### src/rtl/pulse_generator_pkg.sv
// Shared encodings and constants for the pulse generator channels.
package pulse_generator_pkg;

  // Channel FSM state encoding.
  typedef enum logic [1:0] {
    ST_IDLE   = 2'd0,
    ST_ACTIVE = 2'd1,
    ST_GAP    = 2'd2
  } state_t;

  // Smallest phase length; a programmed length of zero is clamped up to this.
  localparam int unsigned MIN_LEN = 1;

endpackage

### src/rtl/pulse_generator_channel.sv
// Single pulse-train channel: FSM, phase counter, pulse counter and latched config.
module pulse_generator_channel
  import pulse_generator_pkg::*;
#(
  parameter int unsigned CNT_WIDTH = 16,
  parameter int unsigned NUM_WIDTH = 8
) (
  input  logic                 clk,
  input  logic                 reset,
  input  logic                 start,
  input  logic                 stop,
  input  logic                 idle_level,
  input  logic [CNT_WIDTH-1:0] high_len,
  input  logic [CNT_WIDTH-1:0] low_len,
  input  logic [NUM_WIDTH-1:0] pulse_count,
  output logic                 out,
  output logic                 busy,
  output logic                 done
);

  state_t               state;
  logic [CNT_WIDTH-1:0] cnt;
  logic [NUM_WIDTH-1:0] remaining;
  logic [CNT_WIDTH-1:0] high_q;
  logic [CNT_WIDTH-1:0] low_q;
  logic                 idle_q;
  logic [CNT_WIDTH-1:0] high_reload;
  logic [CNT_WIDTH-1:0] low_reload;

  // Counter reload values: max(len, 1) - 1, so a phase lasts max(len, 1) cycles.
  assign high_reload = (high_len == '0) ? '0 : high_len - CNT_WIDTH'(MIN_LEN);
  assign low_reload  = (low_len  == '0) ? '0 : low_len  - CNT_WIDTH'(MIN_LEN);

  // Channel FSM with registered pin level, busy and done.
  always_ff @(posedge clk) begin
    if (reset) begin
      state     <= ST_IDLE;
      cnt       <= '0;
      remaining <= '0;
      high_q    <= '0;
      low_q     <= '0;
      idle_q    <= 1'b0;
      out       <= 1'b0;
      busy      <= 1'b0;
      done      <= 1'b0;
    end else begin
      done <= 1'b0;
      case (state)
        ST_IDLE: begin
          out <= idle_level;
          if (start && !stop) begin
            high_q    <= high_reload;
            low_q     <= low_reload;
            idle_q    <= idle_level;
            remaining <= pulse_count;
            cnt       <= high_reload;
            out       <= ~idle_level;
            busy      <= 1'b1;
            state     <= ST_ACTIVE;
          end
        end
        ST_ACTIVE: begin
          if (stop) begin
            out   <= idle_level;
            busy  <= 1'b0;
            state <= ST_IDLE;
          end else if (cnt == '0) begin
            if (remaining == NUM_WIDTH'(1)) begin
              out   <= idle_level;
              busy  <= 1'b0;
              done  <= 1'b1;
              state <= ST_IDLE;
            end else begin
              // remaining == 0 marks continuous mode and is never decremented
              if (remaining != '0) remaining <= remaining - NUM_WIDTH'(1);
              cnt   <= low_q;
              out   <= idle_q;
              state <= ST_GAP;
            end
          end else begin
            cnt <= cnt - CNT_WIDTH'(1);
          end
        end
        ST_GAP: begin
          if (stop) begin
            out   <= idle_level;
            busy  <= 1'b0;
            state <= ST_IDLE;
          end else if (cnt == '0) begin
            cnt   <= high_q;
            out   <= ~idle_q;
            state <= ST_ACTIVE;
          end else begin
            cnt <= cnt - CNT_WIDTH'(1);
          end
        end
        default: begin
          out   <= idle_level;
          busy  <= 1'b0;
          state <= ST_IDLE;
        end
      endcase
    end
  end

endmodule

### src/rtl/pulse_generator.sv
// WIDTH independent pulse-train channels sharing one timing configuration.
module pulse_generator
  import pulse_generator_pkg::*;
#(
  parameter int unsigned WIDTH     = 16,
  parameter int unsigned CNT_WIDTH = 16,
  parameter int unsigned NUM_WIDTH = 8
) (
  input  logic                 clk,
  input  logic                 reset,
  input  logic [WIDTH-1:0]     start,
  input  logic [WIDTH-1:0]     stop,
  input  logic [WIDTH-1:0]     idle_level,
  input  logic [CNT_WIDTH-1:0] high_len,
  input  logic [CNT_WIDTH-1:0] low_len,
  input  logic [NUM_WIDTH-1:0] pulse_count,
  output logic [WIDTH-1:0]     out,
  output logic [WIDTH-1:0]     busy,
  output logic [WIDTH-1:0]     done
);

  // One channel per output pin; shared config fans out to all of them.
  for (genvar i = 0; i < int'(WIDTH); i++) begin : g_ch
    pulse_generator_channel #(
      .CNT_WIDTH (CNT_WIDTH),
      .NUM_WIDTH (NUM_WIDTH)
    ) u_ch (
      .clk         (clk),
      .reset       (reset),
      .start       (start[i]),
      .stop        (stop[i]),
      .idle_level  (idle_level[i]),
      .high_len    (high_len),
      .low_len     (low_len),
      .pulse_count (pulse_count),
      .out         (out[i]),
      .busy        (busy[i]),
      .done        (done[i])
    );
  end

endmodule
### config.mk
export PLATFORM = sky130hd
export DESIGN_NAME = pulse_generator
export DESIGN_NICKNAME = d
export VERILOG_FILES = /design/src/rtl/pulse_generator_pkg.sv /design/src/rtl/pulse_generator_channel.sv /design/src/rtl/pulse_generator.sv
export SDC_FILE = /design/constraint.sdc
export NUM_CORES = 2
export LEC_CHECK = 0
export CORE_MARGIN = 2
export CORE_UTILIZATION = 40
export DETAILED_ROUTE_END_ITERATION = 10
export GPL_TIMING_DRIVEN = 0
export HOLD_SLACK_MARGIN = 0.03
export MAX_ROUTING_LAYER = met4
export SYNTH_ARGS = -nofsm -noshare
export SYNTH_HDL_FRONTEND = slang
export SYNTH_SLANG_ARGS = --single-unit
### constraint.sdc
create_clock -name clk -period 4.9 [get_ports clk]
set_input_delay 1.225 -clock clk [delete_from_list [all_inputs] [get_ports clk]]
set_output_delay 1.225 -clock clk [all_outputs]
set_load 0.005 [all_outputs]
# After elaboration in Yosys (flattened, before gate mapping)
# Index checks and enable logic that the tools add are counted.
[op_classes] n_eq_ne=224 n_addsub=34 mux=546 reduce_logical=226 bitwise_logic=64
[ops] operator="$mux 16" count=98
[ops] operator="$pmux 16 s3" count=16
[ops] operator="$mux 8" count=80
[ops] operator="$logic_not 16->1" count=18
[ops] operator="$sub 16x1->16 const B" count=18
[ops] operator="$pmux 8 s2" count=16
[ops] operator="$mux 1" count=192
[ops] operator="$mux 2" count=96
[ops] operator="$ne 3x2->1 const B" count=48
[ops] operator="$eq 8x1->1 const B" count=16
[ops] operator="$ne 2x2->1 const B" count=64
[ops] operator="$reduce_bool 8->1" count=16
[ops] operator="$sub 8x1->8 const B" count=16
[ops] operator="$ne 2x1->1 const B" count=48
[ops] operator="$pmux 1 s3" count=32
[ops] operator="$pmux 2 s3" count=16
[ops] operator="$reduce_and 6->1" count=16
[ops] operator="$reduce_and 5->1" count=16
[ops] operator="$not 1->1" count=64
[ops] operator="$reduce_and 2->1" count=32
[ops] operator="$reduce_and 4->1" count=16
[ops] operator="$reduce_or 4->1" count=16
[ops] operator="$ne 3x3->1 const B" count=16
[ops] operator="$reduce_and 3->1" count=16
[ops] operator="other kinds (7)" count=112
[totals] wordCells=1238 ff_bits=992

# Longest topological paths before layout
[depth] ltp_word=6 mapped_depth=11 mapped_depth_nobuf=8

# Hierarchy
# Synthesis repeated with hierarchy kept, for this count alone.
[unflattened] cells_unflattened=8647 area_unflattened_um2=65074.9
[modules_own_cells] mod="pulse_generator_channel (g_ch[0].u_ch ...)" seq_area_each_um2=1241.2 area_each_um2=4062.6 cells_each=544 instances=11
[modules_own_cells] mod="pulse_generator_channel (g_ch[6].u_ch ...)" seq_area_each_um2=1241.2 area_each_um2=4083.9 cells_each=536 instances=2
[modules_own_cells] mod="pulse_generator_channel (g_ch[5].u_ch)" seq_area_each_um2=1241.2 area_each_um2=4124.0 cells_each=536 instances=1
[modules_own_cells] mod="pulse_generator_channel (g_ch[7].u_ch)" seq_area_each_um2=1241.2 area_each_um2=4098.9 cells_each=536 instances=1
[modules_own_cells] mod="pulse_generator_channel (g_ch[9].u_ch)" seq_area_each_um2=1241.2 area_each_um2=3995.1 cells_each=519 instances=1

# Worst setup path before layout
# No wires, ideal clock.
[synth_timing] kind="input to register" startpoint="in high_len[5]" endpoint="reg g_ch[9].u_ch.high_q[15]" t_arrival_ps=3271 setup_slack_ps=1492 path_buffers=2 path_stages=7 required_time_ps=4763 path_cell_list="or4_1 -> clkbuf_1 -> nand4bb_1 -> nor3_1 -> mux2i_1 -> buf_2 -> a211oi_1"
[synth_via] elab_chain_cells=2 elab_cells_between_ends=3
[synth_rtl] item="start: declaration" line="pulse_generator.sv:14" rtl="input logic [CNT_WIDTH-1:0] high_len,"
[synth_rtl] item="$sub 16x1->16 / $logic_not 16->1 (equally long branches)" line="pulse_generator_channel.sv:31" rtl="assign high_reload = (high_len == '0) ? '0 : high_len - CNT_WIDTH'(MIN_LEN);"
[synth_rtl] item="$mux 16 *" line="pulse_generator_channel.sv:31"
[synth_rtl] item="end signal: assignment" line="pulse_generator_channel.sv:52" rtl="high_q <= high_reload;"
[synth_rtl] item="end: declaration" line="pulse_generator_channel.sv:24" rtl="logic [CNT_WIDTH-1:0] high_q;"
# Every way passes the cells marked *; elsewhere a longest branch is shown, timed or not.
# A chain may end at the register's enable or synchronous reset.

# Worst setup path after layout
[layout_timing] startpoint="in high_len[2]" endpoint="reg g_ch[0].u_ch.high_q[13]"
[layout_via] elab_chain_cells=2 elab_cells_between_ends=3
[layout_rtl] item="$sub 16x1->16 / $logic_not 16->1 (equally long branches)" line="pulse_generator_channel.sv:31"
[layout_rtl] item="$mux 16 *" line="pulse_generator_channel.sv:31"
[layout_rtl] item="end signal: assignment" line="pulse_generator_channel.sv:52"
[layout_rtl] item="end: declaration" line="pulse_generator_channel.sv:24"
# Marked as above.

==> results_dict.tcl <==
set metrics [dict create \
    ys_seq_area_share_pct 35.7 \
    place_area_sq_mm 0.0601 \
    syn_inst 7481 \
    ys_ff_latch 992 \
    cts_tree "done" \
    final_common_cell "dfxtp_1" \
    whs_ns 0.453 \
    grt_overflow_total 0 \
    rows 136 \
    grt_setup_unrepaired "false" \
    netlist_area_sq_mm 0.0557 \
    min_to "g_ch[12].u_ch.low_q[9]" \
    fin_ws_ns -0.144 \
    final_cell_count_no_fill 9707 \
    maxSlewHeadroom_pct -15.9 \
    synth_edf_count 0 \
    regToRegSetupSlack_ns 1.20 \
    ys.flop_type "dfxtp_1" \
    dp_hpwl_um 205000 \
    drv_slew 112 \
    antenna_found_initial 55 \
    yosysUniqueCellTypes 97 \
    hold_viol 0 \
    syn_nets 7714 \
    critPathMaxFanout 10 \
    clkTransAtPathRegs_ns 0.06 \
    drc 0 \
    cts.sinks 992 \
    skew_ns 0.0154 \
    gp_congestion 1.02 \
    dp_cells 9435 \
    first_global_vias 55900 \
    setup_viol 18 \
    finalCriticalPeriod_ns 5.04 \
    vias 62900 \
    grt_max_degree 18 \
    r2r_cells 8 \
    hp-start "g_ch[12].u_ch.low_q[9]" \
    drt-total-wl_um 290000 \
    clock_path_buffers 3 \
    avgSynthCellArea_sq_um 7.44 \
    grt_usage_pct 40.4 \
    layout_common_cells "dfxtp_1 (992), nand2_1 (921), nor2_1 (816)" \
    dr.pass1.iters 6 \
    power_density_mw_per_mm2 543 \
    grt_pass1_wl_um 406000 \
    r2r_start "g_ch[2].u_ch.cnt[2]" \
    fin_area_sq_mm 0.0644 \
    cts_buffers 116 \
    leakagePower_nw 22.4 \
    fin_tns_setup_ns -1.29 \
    regToRegEndpoint "g_ch[2].u_ch.cnt[12]" \
    drtIter0Drc 8796 \
    end_kind "flop" \
    viasPerCell 6.47 \
    ant_nets 0 \
    io_buffer_count 126 \
    wl_per_cell_um 29.9 \
    die-area_sq_mm 0.142 \
    die_h_um 377 \
    status "finished with violations" \
    fin_crit_sh_pct 103 \
    arrival_ns 5.71 \
    worstSetupPathType "in -> reg" \
    hold_path_class "reg -> reg" \
    design.core.area_sq_mm 0.138 \
    start_util_pct 40.4 \
    die_w_um 377 \
    fmax_mhz 198 \
    worst_slew_pin_slew_ns 1.73 \
    syn2layout_area_growth_pct 15.6 \
    min_path_cells 2 \
    cp-start-kind "input pin" \
    yosysWarningCount 0 \
    vdd_drop_max_uv 357 \
    max-cap-violations 11 \
    htreeDepth 3 \
    async_flop_share_pct 0 \
    pre_cts_ws_ns -1.49 \
    layout.nets 7992 \
    pin_count 138 \
    root_buffer "clkbuf_16" \
    violations "max-capacitance violations, max-slew violations, negative setup slack" \
    critPathRequiredTime_ns 5.57 \
    drive_above_1_share_pct 6.81 \
    clk_latency_ns 0.76 \
]
==> cell usage after synthesis (all sizes together), types with 19 or more instances <==
cell type    n  area (sq um)
o221a       26           293
o41ai       25           226
nor2b       30           188
o31a        22           193
and3        36           225
buf        115           703
a221oi      77           698
nand4       50           313
o221ai      33           289
nand2b      61           382
nand3      125           626
inv        199           747
a211oi     260          1960
xnor2       78           683
a22oi       65           488
mux2i       47           470
o21ai      611          3080
o32ai       19           174
a32oi       22           193
o22ai      104           651
nor4       106           734
or4         61           473
nor3       236          1200
or3         57           357
o211ai      69           518
clkbuf     584          2190
a31oi       93           582
and2        23           144
nand2      921          3460
o21a        32           240
a21oi      778          3900
nor2       828          3120
xor2        53           464
o31ai      205          1540
ha         143          1790
dfxtp      992         19900
==> worst max-delay path: stages <==
cell and delay, ns:
clkdlybuf4s50_1 0.89, or4_1 0.75, clkbuf_1 0.27, nand4bb_1 0.41, xor2_4 0.29, buf_12 0.17, nor2_2 0.68, buf_2 0.67
nand2_1 0.11, a21oi_1 0.16
==> metrics by stage <==
stage | power [W] | util, %
final | 0.0349 | 46.7
after floorplan | 0.0202 | -
after detailed placement | 0.0248 | 43.6
after global placement | 0.0247 | 42.9
after global routing | 0.0365 | 46.7
after CTS | 0.0344 | 46.6
==> final cells by class <==
cell class	instances	area (sq um)
Fill cell	14000	73400
Multi-Input combinational cell	5582	32300
Sequential cell	992	19900
Clock buffer	157	3340
Buffer	695	2990
Tap cell	1794	2240
Timing Repair Buffer	164	1950
Inverter	208	781
Clock inverter	55	759
Antenna cell	60	150
==> kinds of logic (layout without fill, tap and decap cells) <==
logic type	count (synthesis)	after routing	synth area share, %
other	0	60	0
muxes	56	56	1.03
and+or+nand+nor	2621	2621	21.4
AOI/OAI and AO/OA	2631	2631	30.0
adders and majority gates	143	143	3.21
DFF	992	992	35.7
buffers and inverters	907	1279	6.60
xor gates and xnor gates	131	131	2.06
==> flip-flops by register name (all words and copies together) (netlist names) <==
register and cells:
g_ch.u_ch.busy 16, g_ch.u_ch.out 16, g_ch.u_ch.state 32, g_ch.u_ch.done 16, g_ch.u_ch.idle_q 16, g_ch.u_ch.cnt 256, g_ch.u_ch.low_q 256, g_ch.u_ch.remaining 128
g_ch.u_ch.high_q 256
==> power breakdown <==
group | total (W) | switching [W] | internal [W]
Sequential | 0.0107 | 0.00138 | 0.00934
Combinational | 0.0146 | 0.00989 | 0.00473
Clock | 0.00960 | 0.00391 | 0.00569
==> what timing repair did <==
action                                  CTS  global route
cloned                                    0             0
pin swaps                                 1             0
endpoints found under the setup margin  164            36
resized for setup                        15             7
buffers inserted                          3             0
hold buffers                              0             0
==> routing by layer <==
metal	track usage (%)	part of all wire [%]	vias up	wire length [um]
met5	-	0	-	0
met2	55.6	41	4050	117000
met4	25.1	7.2	0	20900
li1	-	-	27800	-
met3	11.0	13	880	36300
met1	51.9	40	30100	115000
==> how the worst max path moves through the flow <==
stage / from / endpoint / slack [ns] / cells past startpoint
after floorplan: high_len[5] / g_ch[9].u_ch.high_q[15] / 1.49 / 7
after global placement: high_len[2] / g_ch[10].u_ch.high_q[14] / -4.22 / 7
after detailed placement: high_len[2] / g_ch[9].u_ch.cnt[9] / -1.49 / 8
after CTS: high_len[2] / g_ch[0].u_ch.high_q[15] / 0.11 / 9
after global routing: high_len[2] / g_ch[0].u_ch.high_q[13] / 0.04 / 10
final: high_len[2] / g_ch[0].u_ch.high_q[13] / -0.14 / 10
Note: power is estimated with default switching activity, not from simulation.
